`config.mk`:
```
export PLATFORM = sky130hd
export DESIGN_NAME = uart_rx
export DESIGN_NICKNAME = d
export VERILOG_FILES = /design/src/rtl/uart_rx.sv
export SDC_FILE = /design/constraint.sdc
export NUM_CORES = 1
export LEC_CHECK = 0
export BUFFER_PORTS_ARGS = -buffer_cell sky130_fd_sc_hd__buf_2
export CAP_MARGIN = 20
export CORE_ASPECT_RATIO = 1.4
export CORE_MARGIN = 10
export CORE_UTILIZATION = 52
export DETAILED_ROUTE_END_ITERATION = 10
export GPL_ROUTABILITY_DRIVEN = 0
export PLACE_DENSITY = 0.7
export SLEW_MARGIN = 40
export SYNTH_ARGS = -nofsm -noshare
export SYNTH_HDL_FRONTEND = slang
export SYNTH_SLANG_ARGS = --single-unit
```
`constraint.sdc`:
```
create_clock -name clk -period 1.8 [get_ports clk]
set_input_delay 0.27 -clock clk [delete_from_list [all_inputs] [get_ports clk]]
set_output_delay 0.27 -clock clk [all_outputs]
set_load 0.02 [all_outputs]
```
`src/rtl/uart_rx.sv`:
```
// uart_rx: 8N1 UART receiver with internal 16x oversampling and a
// valid/ready byte interface. Everything runs on the rising edge of clk.
module uart_rx #(
    parameter int CLK_FREQ = 100_000_000,
    parameter int BAUD     = 115200,
    parameter int OS_DIV   = CLK_FREQ / (BAUD * 16)
) (
    input  logic       clk,
    input  logic       rst_n,
    input  logic       rx,
    output logic [7:0] rx_data,
    output logic       rx_valid,
    input  logic       rx_ready,
    output logic       frame_err,
    output logic       overrun,
    output logic       busy
);

    localparam int DIV_W = (OS_DIV > 1) ? $clog2(OS_DIV) : 1;

    typedef enum logic [2:0] {
        S_IDLE,
        S_START,
        S_DATA,
        S_STOP,
        S_BREAK
    } state_t;

    state_t           state, state_next;
    logic             rx_meta, rx_s;
    logic [DIV_W-1:0] div;
    logic             tick;
    logic [3:0]       s_cnt;
    logic [2:0]       b_cnt;
    logic [7:0]       shreg;

    // Decoded per-state actions for the datapath.
    logic cnt_clr, s_clr, shift_en, load_byte, ferr_set;

    // Two-flop synchronizer; resets to the idle-high line level.
    always_ff @(posedge clk or negedge rst_n) begin
        // NOTE: sequential state always uses non-blocking assignments so every
        // flop samples the pre-edge value of its source, independent of
        // statement order.
        if (!rst_n) begin
            rx_meta <= 1'b1;
            rx_s    <= 1'b1;
        end else begin
            rx_meta <= rx;
            rx_s    <= rx_meta;
        end
    end

    assign tick = (div == DIV_W'(OS_DIV - 1));

    // Oversample divider; parked at 0 in IDLE so ticks align to the start edge.
    always_ff @(posedge clk or negedge rst_n) begin
        if (!rst_n) begin
            div <= '0;
        end else if (state == S_IDLE || tick) begin
            div <= '0;
        end else begin
            div <= div + 1'b1;
        end
    end

    // State register.
    always_ff @(posedge clk or negedge rst_n) begin
        if (!rst_n) begin
            state <= S_IDLE;
        end else begin
            state <= state_next;
        end
    end

    // Next-state decode and per-state datapath controls.
    always_comb begin
        // NOTE: every signal assigned here gets a default first, so no path
        // through the case can leave one unassigned and infer a latch.
        state_next = state;
        cnt_clr    = 1'b0;
        s_clr      = 1'b0;
        shift_en   = 1'b0;
        load_byte  = 1'b0;
        ferr_set   = 1'b0;
        case (state)
            S_IDLE: begin
                if (!rx_s) begin
                    state_next = S_START;
                    cnt_clr    = 1'b1;
                end
            end
            S_START: begin
                if (tick && s_cnt == 4'd7) begin
                    if (!rx_s) begin
                        state_next = S_DATA;
                        s_clr      = 1'b1;
                    end else begin
                        state_next = S_IDLE;
                    end
                end
            end
            S_DATA: begin
                if (tick && s_cnt == 4'd15) begin
                    shift_en = 1'b1;
                    if (b_cnt == 3'd7) begin
                        state_next = S_STOP;
                    end
                end
            end
            S_STOP: begin
                if (tick && s_cnt == 4'd15) begin
                    if (rx_s) begin
                        load_byte  = 1'b1;
                        state_next = S_IDLE;
                    end else begin
                        ferr_set   = 1'b1;
                        state_next = S_BREAK;
                    end
                end
            end
            S_BREAK: begin
                if (rx_s) begin
                    state_next = S_IDLE;
                end
            end
            default: state_next = S_IDLE;
        endcase
    end

    // Sample and bit counters.
    always_ff @(posedge clk or negedge rst_n) begin
        if (!rst_n) begin
            s_cnt <= '0;
            b_cnt <= '0;
        end else if (cnt_clr) begin
            s_cnt <= '0;
            b_cnt <= '0;
        end else begin
            if (s_clr) begin
                s_cnt <= '0;
            end else if (tick) begin
                s_cnt <= s_cnt + 1'b1;
            end
            if (shift_en && b_cnt != 3'd7) begin
                b_cnt <= b_cnt + 1'b1;
            end
        end
    end

    // Shift register, filled LSB first at mid-bit.
    always_ff @(posedge clk or negedge rst_n) begin
        if (!rst_n) begin
            shreg <= '0;
        end else if (shift_en) begin
            shreg[b_cnt] <= rx_s;
        end
    end

    // Output byte, handshake, overrun and framing-error flags.
    always_ff @(posedge clk or negedge rst_n) begin
        if (!rst_n) begin
            rx_data   <= '0;
            rx_valid  <= 1'b0;
            frame_err <= 1'b0;
            overrun   <= 1'b0;
        end else begin
            frame_err <= ferr_set;
            if (load_byte) begin
                rx_data  <= shreg;
                rx_valid <= 1'b1;
                if (rx_valid && !rx_ready) begin
                    overrun <= 1'b1;
                end
            end else if (rx_valid && rx_ready) begin
                rx_valid <= 1'b0;
            end
        end
    end

    assign busy = (state != S_IDLE);

endmodule

```
Word-level counts from Yosys, hierarchy flattened
Index checks and enable logic that the tools add are counted.
- bits in registers: 37
- logic and storage cells: 77
- input port bits: 4
- magnitude comparators: 2
- reductions and logical operators: 15
- equality and inequality tests: 15
- multiplexer cells: 31
- $add $sub $neg: 3
- operators by type and width (cell ; count):
    $mux 3 ; 9
    $pmux 3 s5 ; 1
    $mux 1 ; 14
    $mux 4 ; 3
    $ne 2x2->1 const B ; 6
    $bwmux 8 ; 1
    $add 6x1->6 const B ; 1
    $eq 3x2->1 const B ; 2
    $eq 3x3->1 const B ; 2
    $eq 6x6->1 const B ; 1
    $logic_and 1x1->1 ; 6
    $mux 6 ; 1
    $reduce_and 6->1 ; 1
    $reduce_bool 3->1 ; 2
    $add 4x1->4 const B ; 1
    $eq 4x3->1 const B ; 1
    $eq 4x4->1 const B ; 1
    $lt 3x4->1 const B ; 1
    $reduce_bool 2->1 ; 2
    $add 3x1->3 const B ; 1
    $demux 1 s3 ; 1
    $eq 3x1->1 const B ; 1
    $ge 3x1->1 const B ; 1
    $logic_not 3->1 ; 1
    other kinds (5) ; 5

Longest topological paths before layout
- depth in word-level cells: 7
- mapped depth: 7

Worst setup path before layout
Ideal clock, no wire load.
- path kind: flip-flop to flip-flop
- start point: register div[1]
- end point: register rx_data[0]
- data arrival time: 1764 ps
- clock period less this slack: 1889 ps
- required time: 1675 ps
- cell stages (with the launch flop): 8
- setup slack: -89 ps
- buffers on the path: 1
- path through: dfrtp_1 inv_1 ha_1 nand4_2 nor3_1 and4_1 buf_2 mux2_2
- word-level cells in the longest chain between the ends: 4
- ends and longest elaborated chain (what ; RTL line ; RTL):
    start: declaration ; 31 ; logic [DIV_W-1:0] div;
    start signal: assignment ; 63 ; div <= div + 1'b1;
    $eq 6x6->1 ; 54 ; assign tick = (div == DIV_W'(OS_DIV - 1));
    $logic_and 1x1->1 ; 112 ; if (tick && s_cnt == 4'd15) begin
    $mux 1 ; 112 ;
    $mux 1 ; 86 ; case (state)
    end signal: assignment ; 170 ; rx_data <= shreg;
    end: declaration ; 11 ; output logic [7:0] rx_data,
No other way between the ends.
A chain may end at the register's enable or synchronous reset.

Final worst setup path
- start point: register div[1]
- end point: register shreg[3]
- word-level cells in the longest chain between the ends: 4
- ends and longest elaborated chain (what ; RTL line ; RTL):
    $eq 6x6->1 ; 54 ;
    $logic_and 1x1->1 ; 104 ; if (tick && s_cnt == 4'd15) begin
    $mux 1 ; 104 ;
    $mux 1 ; 86 ;
    end signal: indexed assignment ; 156 ; shreg[b_cnt] <= rx_s;
    end: declaration ; 35 ; logic [7:0] shreg;
No other way between the ends.

==> flow_summary.toml <==
[status]
status = "finished, violations left"
failed_checks = "negative setup slack"

[cells_and_area]
drive_gt1_frac = 0.460
diodes = 0
final_nets = 206
area_delta_synth_final_pct = 34.2
fillers = 217
final_core_util = 0.732

[worst_hold_path]
hold_start = "rx"
holdPathEnd = "rx_meta$_DFF_PN1_"
hold_path_depth = 1
min_path_type = "input pin to flop"

[timing]
worst_slew_pin_slew_ns = 0.312
clock_skew_ns = 0.00369
fmax_mhz = 534
hold_viol_final = 0
period_share = 1.04
setup_ws_ns = -0.0717
slew_headroom = 0.792
rsz0062_at_grt = "yes"
setup_tns_ns = -0.172
setup_viol = 5
drv_slew = 0
period_minus_slack_ns = 1.87

[yosys]
synth_nets = 160
ys.warnings.count = 0
ys_seq_area_frac = 0.540
ys_ff_latch = 37
synth_cell_type_count = 38
syn-cell-area_um2 = 1720
synth_area_per_cell_um2 = 11.4
synth_cells = 151

[detailed_routing]
routed_wl_um = 4060
vias = 1357
avgViaCountPerCell = 5.73
drt_iter0_drc = 67
wire_per_inst_um = 17.1
firstDrtPassIters = 4
drc_errors = 0
drt.antenna.violating_nets = 0

[critical_path]
reg2reg_from = "div[1]$_DFF_PN0_"
cp.required_ns = 1.97
r2r_cells = 6
rrSetupSlack_ns = -0.07
crit_arrival_ns = 2.05
rr_endpoint = "shreg[3]$_DFFE_PN0P_"
endpoint_kind = "flop"
slowest_stage = "or4_4"
crit_chain = "inv_2 -> ha_4 -> nand4_4 -> or4_4 -> nor3_4 -> mux2_4"
crit_type = "flop to flop"
startpoint_type = "flop"
slowest_delay_ns = 0.56
cp_max_fo = 4

[floorplan]
die_height_um = 88.1
initial_core_util = 0.546
die_area_um2 = 6040
core_um2 = 3150
fp.dieW_um = 68.6
row_count = 24
ios = 16

[cts]
cts.sinks = 37
clockBufferDepth = 2
cts_root_buf = "clkbuf_8"
cts-buffers-inserted = 5
h-tree-depth = 2
clk_latency_ns = 0.29
cts_tree = "yes"
clk_pin_slew_ns = 0.07

[placed_design]
port_buffers = 15
dp_hpwl_um = 2770

[power_and_ir_drop]
ir_drop_v = 0.000495
power_leakage_uw = 0.00110
p_per_area_nw_per_um2 = 612

[grt]
grt_pass1_wl_um = 6670
grt_pass1_vias = 1419
antenna_found_initial = 0
grt_overflow = 0
grtUsageTotal = 0.144
grt_max_degree = 38

[run]
maxCapViolCount = 0
-- routing by layer --
layer | share of wire | vias up | GRT usage
li1 | - | 635 | -
met1 | 0.38 | 690 | 0.151
met2 | 0.56 | 26 | 0.258
met3 | 0.045 | 6 | 0.0435
met4 | 0.016 | 0 | 0.0532
met5 | 0 | - | 0
-- cells in the final DEF (no fill, tap or decap), types with 2 or more instances in the layout --
cell type | Yosys | routed
a21oi_1 | 5 | 3
a21oi_2 | 0 | 2
buf_2 | 2 | 14
buf_4 | 0 | 24
buf_6 | 0 | 3
clkbuf_1 | 3 | 3
clkbuf_8 | 0 | 5
dfrtp_1 | 35 | 34
dfstp_2 | 2 | 2
ha_1 | 5 | 3
inv_1 | 5 | 4
mux2_2 | 17 | 6
mux2_4 | 0 | 11
nand2_1 | 8 | 7
nand3_1 | 9 | 8
nand3b_1 | 2 | 2
nand4_1 | 3 | 3
nor2_1 | 15 | 15
nor2b_1 | 2 | 2
nor3_1 | 8 | 5
nor3_4 | 0 | 3
o21ai_2 | 0 | 2
or3_4 | 0 | 2
xnor2_1 | 3 | 3
xor2_1 | 2 | 2
-- cell type report --
| type | instances | area, um^2 | share of cell area |
|---|---|---|---|
| clock buffers | 8 | 80.1 | 0.0347 |
| inverters | 5 | 18.8 | 0.00813 |
| multi-input cells | 104 | 902 | 0.391 |
| flip-flops and latches | 37 | 930 | 0.403 |
| well taps | 39 | 48.8 | 0.0211 |
| repair buffers | 44 | 329 | 0.143 |
-- registers in the layout, indices dropped and copies added, names as in the netlist, 3 cells and up --
name,cells
b_cnt,3
s_cnt,4
state,3
shreg,8
div,6
rx_data,8
-- Yosys cell counts --
cell / count / area, um^2
or2_2: 1 / 6.26
dfstp_2: 2 / 52.6
a32oi_1: 1 / 8.76
dfrtp_1: 35 / 876
nor3b_1: 1 / 7.51
nor4_4: 1 / 21.3
nor2_1: 15 / 56.3
and3_1: 1 / 6.26
nand4_2: 1 / 12.5
a31oi_1: 1 / 6.26
buf_2: 2 / 10.0
or3_1: 2 / 12.5
or4_4: 1 / 11.3
nand3_1: 9 / 45.0
a31o_2: 1 / 8.76
or2_4: 1 / 8.76
a21o_1: 1 / 7.51
nand4_1: 3 / 18.8
a22o_1: 1 / 8.76
ha_1: 5 / 62.6
nor2b_1: 2 / 12.5
and4_1: 2 / 17.5
and2_1: 1 / 6.26
a221o_1: 1 / 10.0
xnor2_1: 3 / 26.3
a21oi_1: 5 / 25.0
o21ai_0: 3 / 15.0
inv_1: 5 / 18.8
nor3_1: 8 / 40.0
a221oi_1: 1 / 8.76
clkbuf_1: 3 / 11.3
a2111oi_0: 1 / 8.76
a2111o_1: 1 / 11.3
xor2_1: 2 / 17.5
mux2_2: 17 / 191
nand2_1: 8 / 30.0
nand3b_1: 2 / 15.0
or3_2: 1 / 7.51
-- critical path: cells and delay by family, from the launching register on --
kind,cells,cell delay [ns]
AND/OR/NAND/NOR,3,0.83
adder cells (fa/ha/maj),1,0.13
flip-flops,1,0.39
buffers and inverters,1,0.07
multiplexers,1,0.32
-- cell families (layout without fill, tap and decap cells) --
family | after synthesis | after routing | synth area share
AOI/OAI and AO/OA | 17 | 17 | 0.0691
xor gates and xnor gates | 5 | 5 | 0.0255
adders and majority gates | 5 | 5 | 0.0364
buffers and inverters | 10 | 57 | 0.0233
DFF | 37 | 37 | 0.540
muxes | 17 | 17 | 0.111
and+or+nand+nor | 60 | 60 | 0.195
-- repair_timing --
item / 4_1_cts / 5_1_grt
endpoints found under the hold margin: 35 / 0
hold buffers: 1 / 0
pin swaps: 5 / 7
endpoints found under the setup margin: 19 / 24
setup buffers: 3 / 2
resized for setup: 10 / 30
gates cloned: 0 / 1
-- how the worst max path moves through the flow --
stage / start / end / slack (ns) / cells past startpoint
floorplan: div[1]$_DFF_PN0_ / shreg[7]$_DFFE_PN0P_ / -0.04 / 6
global placement: div[1]$_DFF_PN0_ / rx_data[7]$_DFFE_PN0P_ / -0.02 / 7
detailed placement: div[1]$_DFF_PN0_ / rx_data[3]$_DFFE_PN0P_ / -0.10 / 7
CTS: div[1]$_DFF_PN0_ / shreg[3]$_DFFE_PN0P_ / -0.05 / 6
global route: div[1]$_DFF_PN0_ / shreg[1]$_DFFE_PN0P_ / -0.13 / 8
finish: div[1]$_DFF_PN0_ / shreg[3]$_DFFE_PN0P_ / -0.07 / 6
-- metrics by stage --
step           power [uW]  area, um^2  setup slack [ns]  instances  hold WS, ns
2_1_floorplan         856        1750           -0.0378        151      -0.0256
3_3_place_gp          881        2040           -0.0191        223        0.246
3_5_place_dp          883        2040            -0.101        223        0.251
4_1_cts              1430        2180           -0.0532        235       0.0642
5_1_grt              1470        2310            -0.127        237       0.0628
6_report             1410        2310           -0.0717        237       0.0707
-- where the power goes --
group	internal (uW)	switching (uW)
sequential	836	5.14
combinational	9.33	18.2
clock	275	270
total	1120	293
Note: power is estimated with default switching activity, not from simulation.
